File: src/rtl/regf_dump_pkg.sv
// regf_dump shared definitions: FSM states, frame marker bytes and
// per-register byte-count helpers.
package regf_dump_pkg;

  typedef enum logic [2:0] {
    S_IDLE,
    S_HDR,
    S_LOAD,
    S_IDX,
    S_DATA,
    S_CSUM,
    S_TRL,
    S_DONE
  } state_t;

  localparam logic [7:0] HDR_BYTE = 8'hA5;
  localparam logic [7:0] TRL_BYTE = 8'h5A;

  localparam int XLEN_DEFAULT  = 64;
  localparam int BYTES_PER_REG = XLEN_DEFAULT / 8;

  function automatic int bytes_per_reg(input int xlen);
    return xlen / 8;
  endfunction

endpackage

File: src/rtl/regf_dump.sv
// Register-file dump engine: walks FIRST_REG..LAST_REG through a read
// port and streams a framed, checksummed byte stream over valid/ready.
module regf_dump
  import regf_dump_pkg::*;
#(
  parameter int XLEN      = 64,
  parameter int FIRST_REG = 1,
  parameter int LAST_REG  = 31
) (
  input  logic            clk,
  input  logic            rst,
  input  logic            start,
  output logic            busy,
  output logic            done,
  output logic [4:0]      rd_addr,
  input  logic [XLEN-1:0] rd_data,
  output logic            out_valid,
  output logic [7:0]      out_data,
  input  logic            out_ready
);

  localparam int BPR = bytes_per_reg(XLEN);
  localparam int CW  = (BPR > 1) ? $clog2(BPR) : 1;

  localparam logic [4:0]    FIRST    = 5'(FIRST_REG);
  localparam logic [4:0]    LAST     = 5'(LAST_REG);
  localparam logic [CW-1:0] CNT_LAST = CW'(BPR - 1);

  state_t          r_state;
  logic [4:0]      r_idx;
  logic [XLEN-1:0] r_shift;
  logic [CW-1:0]   r_cnt;
  logic [7:0]      r_csum;
  logic            r_busy;
  logic            r_done;
  logic [4:0]      r_addr;
  logic            r_valid;
  logic [7:0]      r_data;

  logic            w_hs;
  logic [XLEN-1:0] w_shift_nxt;
  logic [7:0]      w_csum_nxt;

  assign w_hs        = r_valid && out_ready;
  assign w_shift_nxt = r_shift >> 8;
  assign w_csum_nxt  = r_csum ^ r_data;

  assign busy      = r_busy;
  assign done      = r_done;
  assign rd_addr   = r_addr;
  assign out_valid = r_valid;
  assign out_data  = r_data;

  // Frame sequencer with registered stream, address and status outputs
  always_ff @(posedge clk or negedge rst) begin
    if (!rst) begin
      r_state <= S_IDLE;
      r_idx   <= FIRST;
      r_shift <= '0;
      r_cnt   <= '0;
      r_csum  <= '0;
      r_busy  <= 1'b0;
      r_done  <= 1'b0;
      r_addr  <= '0;
      r_valid <= 1'b0;
      r_data  <= '0;
    end else begin
      unique case (r_state)
        S_IDLE: begin
          if (start) begin
            r_state <= S_HDR;
            r_busy  <= 1'b1;
            r_valid <= 1'b1;
            r_data  <= HDR_BYTE;
            r_csum  <= '0;
            r_idx   <= FIRST;
            r_addr  <= FIRST;
            r_cnt   <= '0;
          end
        end
        S_HDR: begin
          if (w_hs) begin
            r_state <= S_LOAD;
            r_valid <= 1'b0;
          end
        end
        S_LOAD: begin
          r_shift <= rd_data;
          r_state <= S_IDX;
          r_valid <= 1'b1;
          r_data  <= {3'b000, r_idx};
        end
        S_IDX: begin
          if (w_hs) begin
            r_state <= S_DATA;
            r_data  <= r_shift[7:0];
            r_cnt   <= '0;
          end
        end
        S_DATA: begin
          if (w_hs) begin
            r_csum  <= w_csum_nxt;
            r_shift <= w_shift_nxt;
            if (r_cnt == CNT_LAST) begin
              if (r_idx == LAST) begin
                r_state <= S_CSUM;
                r_data  <= w_csum_nxt;
              end else begin
                r_state <= S_LOAD;
                r_valid <= 1'b0;
                r_idx   <= r_idx + 5'd1;
                r_addr  <= r_idx + 5'd1;
              end
            end else begin
              r_cnt  <= r_cnt + 1'b1;
              r_data <= w_shift_nxt[7:0];
            end
          end
        end
        S_CSUM: begin
          if (w_hs) begin
            r_state <= S_TRL;
            r_data  <= TRL_BYTE;
          end
        end
        S_TRL: begin
          if (w_hs) begin
            r_state <= S_DONE;
            r_valid <= 1'b0;
            r_done  <= 1'b1;
          end
        end
        S_DONE: begin
          r_state <= S_IDLE;
          r_done  <= 1'b0;
          r_busy  <= 1'b0;
          r_addr  <= '0;
          r_idx   <= FIRST;
        end
        default: begin
          r_state <= S_IDLE;
        end
      endcase
    end
  end

endmodule

File: config.mk
export PLATFORM = sky130hd
export DESIGN_NAME = regf_dump
export DESIGN_NICKNAME = d
export VERILOG_FILES = /design/src/rtl/regf_dump_pkg.sv /design/src/rtl/regf_dump.sv
export SDC_FILE = /design/constraint.sdc
export NUM_CORES = 1
export LEC_CHECK = 0
export CORE_MARGIN = 2
export CORE_UTILIZATION = 53
export DETAILED_ROUTE_END_ITERATION = 16
export GPL_ROUTABILITY_DRIVEN = 0
export PLACE_DENSITY_LB_ADDON = 0.12
export SYNTH_ARGS = -nofsm -noshare
export SYNTH_HDL_FRONTEND = slang
export SYNTH_SLANG_ARGS = --single-unit
File: constraint.sdc
create_clock -name clk -period 2.6 [get_ports clk]
set_clock_uncertainty 0.1 [all_clocks]
set_input_delay 0.78 -clock clk [delete_from_list [all_inputs] [get_ports clk]]
set_output_delay 0.78 -clock clk [all_outputs]
set_load 0.005 [all_outputs]
; Word-level counts from Yosys, hierarchy flattened
; Index checks and enable logic that the tools add are counted.
[totals]
register_bits = 99
latch_bits = 0
ram_bits = 0
mem_bits_ro = 0
in_bits = 68
out_inout_bits = 16
word_cells = 94
n_memories = 0
[op_classes]
n_addsub = 2
n_mul = 0
n_div = 0
magnitude_cmp = 0
eq_ne = 20
shift = 0
muxes = 41
bitwise_logic = 1
n_reduce_logical = 20
[ops]
columns = cell, count
row1 = 64-bit one-hot mux with 2 select lines, 1
row2 = 64-bit 2-to-1 mux, 1
row3 = 8-bit 2-to-1 mux, 8
row4 = 8-bit one-hot mux with 5 select lines, 1
row5 = 3-bit 2-to-1 mux, 12
row6 = 5-bit one-hot mux with 3 select lines, 2
row7 = 3-bit one-hot mux with 8 select lines, 1
row8 = 5-bit 2-to-1 mux, 4
row9 = "2-bit inequality test, second input constant", 9
row10 = 8-bit one-hot mux with 2 select lines, 1
row11 = "3-bit equality test, second input constant", 5
row12 = 6-bit AND reduction, 2
row13 = 5-bit AND reduction, 2
row14 = 3-bit one-hot mux with 3 select lines, 1
row15 = 2-bit nonzero test, 4
row16 = 8-bit bitwise XOR, 1
row17 = 7-bit AND reduction, 1
row18 = "3-bit by 2-bit equality test with 1-bit output, second input constant", 2
row19 = 1-bit 2-to-1 mux, 6
row20 = 2-bit AND reduction, 3
row21 = 3-bit nonzero test, 2
row22 = "5-bit by 1-bit adder with 5-bit output, second input constant", 1
row23 = "5-bit equality test, second input constant", 1
row24 = 5-bit nonzero test, 1
row25 = 11 further kinds, 12

; Longest topological paths before layout
[depth]
ltp_word = 5
depth_mapped = 8
ltp_nobuf = 7

; Least setup slack after synthesis
; Ideal clock, no wire load.
[synth_timing]
path_type = register to register
startpoint = reg r_idx[0]
endpoint = reg r_addr[2] (netlist: rd_addr[2])
setup_time_ns = 0.125
arrival_time_ns = 2.055
t_required_ns = 2.375
slack_ns = 0.320
stages_incl_launch_ff = 8
n_path_buf = 0
period_less_slack_ns = 2.280
cell_sequence = dfstp_2 > ha_1 > and3_1 > ha_1 > nand2b_1 > nor3_4 > a211oi_4 > mux2_4
[synth_via]
elab_chain_len = 5
word_cells_on_any_way = 8
cone_classes = add/sub (1) / eq/ne (2) / mux (4) / reduce/logical (1)
[synth_rtl]
columns = item, line
row1 = start: declaration, regf_dump.sv:30  ; logic [4:0] r_idx;
row2 = start signal: assignment, regf_dump.sv:111  ; r_idx <= r_idx + 5'd1;
row3 = 5-bit by 1-bit adder with 5-bit output, regf_dump.sv:112  ; r_addr <= r_idx + 5'd1;
row4 = 5-bit 2-to-1 mux, regf_dump.sv:105  ; if (r_idx == LAST) begin
row5 = 5-bit 2-to-1 mux, regf_dump.sv:104  ; if (r_cnt == CNT_LAST) begin
row6 = 5-bit 2-to-1 mux, regf_dump.sv:101  ; if (w_hs) begin
row7 = 5-bit one-hot mux with 3 select lines, regf_dump.sv:68  ; unique case (r_state)
row8 = end signal: assignment, regf_dump.sv:112
row9 = end: declaration, regf_dump.sv:36  ; logic [4:0] r_addr;
; Several ways; a longest one is shown, not always the timed one. The select of a mux whose other input is x is not followed.
; A chain may end at the register's enable or synchronous reset.

; Worst setup path after layout
[layout_timing]
startpoint = reg r_idx[1]
endpoint = reg r_data[5] (netlist: out_data[5])
[layout_via]
elab_chain_len = 3
[layout_rtl]
columns = item, line
row1 = 5-bit equality test, regf_dump.sv:105
row2 = 3-bit inequality test (no source line), --
row3 = 6-bit AND reduction (no source line), --
row4 = end signal: assignment, regf_dump.sv:96  ; r_data <= r_shift[7:0];
row5 = end signal: assignment, regf_dump.sv:107  ; r_data <= w_csum_nxt;
row6 = end signal: assignment, regf_dump.sv:116  ; r_data <= w_shift_nxt[7:0];
row7 = end: declaration, regf_dump.sv:38  ; logic [7:0] r_data;
; No other way between the ends.

==> flow_summary.yaml <==
synthesis:
  postSynth.asyncResetShare_pct: 100
  synth_mux_area_share_pct: 13.3
  synthSimpleGateAreaFrac_pct: 11.2
  synth-edff-count: 0
  synthesis.instances: 479
  synth-xor-area-share_pct: 1.62
  synth_warnings: 0
  synth_largest_area_cell: "dfrtp_1"
  synth_fa_ha_area_share_pct: 1.03
  synthTopCellsByCount: "dfrtp_1, o21ai_0, nand2_1, mux2i_1, nor2_1"
  synth_most_common_cell: "dfrtp_1"
  synthDominantCellAreaShare_pct: 50.4
  ys_seq_area_share_pct: 51.0
  syn_area_per_cell_um2: 10.2
  synth_area_mm2: 0.00486
  synth_nets: 551
  synth_flop_cell: "dfrtp_1"
  ys_types: 53
  synth_top_family_by_area: "compound AO/OA/AOI/OAI gates"
  synth_area_leaders: "dfrtp_1, mux2i_1, o21ai_0"
  synth-seq-cells: 99
  synth_compound_area_share_pct: 18.0
routing:
  dr_total_vias: 3816
  ant_nets: 0
  drt-initial-drc-count: 132
  avgViaCountPerCell: 5.67
  drc: 0
  drt-pass1-iter-count: 5
  totalWireLength_mm: 10.8
  wire_per_inst_um: 16.0
timing:
  worst_hold_slack_ns: 0.269
  timing.final.ws_setup_ns: 0.157
  worst_pin_slew_ns: 0.820
  relSlewSlack_pct: 45.1
  maxSlewViolCount: 0
  hold_violations: 0
  rsz0062_at_grt: "false"
  setup_tns_ns: 0
  max_freq_mhz: 409
  period_needed_ns: 2.44
  finalCritPeriodShare_pct: 94.0
  final-setup-viol-count: 0
global_route:
  track_usage_pct: 23.0
  antenna_found_initial: 0
  grt_first_pass_wirelength_mm: 18.1
  grt_max_degree: 55
  grt-ovfl-total: 0
  grt_pass1_vias: 3795
worst_setup_path:
  cp_max_fo: 8
  cp.arrival_ns: 2.66
  r2r-start: "r_idx[1]$_DFFE_PN0P_"
  startpoint_type: "flop"
  regToRegSetupSlack_ns: 0.16
  critPathLaunch: "r_idx[1]$_DFFE_PN0P_"
  endpoint: "out_data[5]$_DFFE_PN0P_"
  rr_worst_depth: 7
  timing.rr.end: "out_data[5]$_DFFE_PN0P_"
  worst-setup-path-type: "reg2reg"
  critPathCaptureType: "flop"
  critPathRequiredTime_ns: 2.81
cts:
  htreeDepth: 3
  cts_buffer_depth: 2
  clkTransAtPathRegs_ns: 0.10
  post-cts-setup-buffer-count: 0
  worstSkewPairLatency_ns: 0.36
  clockRootBuffer: "clkbuf_8"
  cts_tree: "yes"
  clock-sinks: 99
  cts_buffers: 9
cells_and_area:
  antenna_cells: 0
  final_cells: 673
  areaGrowthSynthToFinish_pct: 24.9
  postLayoutCellArea_mm2: 0.00608
  utilization_pct: 69.0
  drive_gt1_share_pct: 8.67
  nNetsFinal: 632
worst_hold_path:
  hp-class: "in2async"
outcome:
  outcome: "complete, no violations"
die:
  core_mm2: 0.00881
  ios: 84
  rows: 34
  initial_core_util_pct: 55.2
  die_area_mm2: 0.00996
  die_x_um: 99.8
  die_h_um: 99.8
flow_run:
  cap_violations: 0
pwr:
  leakagePower_nw: 2.60
  total_power_mw: 5.87
  power-per-cell-area_mw_per_mm2: 965
  irDropWorstVdd_v: 0.000467
placed_design:
  place_inst: 657
  dpl_worst_slack_ns: 0.0129
  dp_hpwl_mm: 7.84
  io_buffers: 83
  place_area_mm2: 0.00587
flip-flops by register name (all words and copies together), names as in the netlist:
name / count
busy: 1
r_state: 3
done: 1
r_csum: 8
rd_addr: 5
out_valid: 1
r_shift: 64
r_cnt: 3
r_idx: 5
out_data: 8
timing repair:
action / CTS / global route
setup endpoints to repair: 0 / 8
gates resized for setup: 0 / 1
hold buffers: 0 / 0
critical path, cell delays in order, from the launching register on:
cell and delay [ns]:
dfrtp_1 0.43, ha_1 0.24, and3_1 0.20, ha_1 0.21, or3b_2 0.47, a32oi_2 0.46
a211o_1 0.16, o21a_1 0.12
routing by layer:
layer	share of wire [%]	vias up	GRT usage [%]
met5	0	-	0
met4	2.2	0	8.22
met3	5.1	16	6.62
met2	51	81	38.6
met1	42	1861	28.6
li1	-	1858	-
cells by family (layout without fill, tap and decap cells):
logic type               Yosys count  after routing
XOR/XNOR                           9              9
adder cells (fa/ha/maj)            4              4
AO/OA/AOI/OAI                    140            140
flip-flops                        99             99
buffers and inverters             40            126
AND/OR/NAND/NOR                  123            123
multiplexers                      64             64
placed cells by master, fill, tap and decap left out, types with 3 or more instances in the layout:
cell type | synthesis | final
nor2_1 | 23 | 23
o22ai_1 | 7 | 7
nand2_1 | 75 | 75
clkdlybuf4s50_1 | 0 | 82
o21ai_0 | 76 | 76
clkinvlp_4 | 0 | 3
mux2i_1 | 62 | 62
nand3_1 | 3 | 3
buf_12 | 0 | 4
nand2b_1 | 3 | 3
inv_1 | 8 | 8
buf_4 | 3 | 16
clkbuf_8 | 0 | 10
dfrtp_1 | 98 | 98
ha_1 | 4 | 4
a22o_1 | 15 | 15
xnor2_1 | 9 | 9
and3_1 | 3 | 3
nor2b_1 | 4 | 4
a21oi_1 | 13 | 12
worst min path at each step:
stage,cells past startpoint,startpoint,endpoint
floorplan,2,r_shift[0]$_DFFE_PN0P_,r_shift[0]$_DFFE_PN0P_
global placement,2,r_shift[19]$_DFFE_PN0P_,r_shift[19]$_DFFE_PN0P_
detailed placement,1,rd_addr[3]$_DFFE_PN0P_,rd_addr[3]$_DFFE_PN0P_
CTS,1,rst,rd_addr[3]$_DFFE_PN0P_
global route,1,rst,r_idx[1]$_DFFE_PN0P_
finish,1,rst,rd_addr[3]$_DFFE_PN0P_
cell type report:
cell class / instances / area (µm²)
clock buffer: 10 / 138
inverter: 8 / 30.0
clock inverter: 6 / 58.8
timing repair buffer: 102 / 1020
sequential: 99 / 2480
fill: 712 / 2730
tap: 108 / 135
multi-input combinational: 340 / 2220
where the power goes:
group          leakage (nW)  switching (mW)  internal (mW)
registers              1.26           0.514           2.15
logic                  1.25            1.13           1.10
clock network        0.0898           0.576          0.392
total                  2.60            2.23           3.64
(Power assumes the default switching activity.)
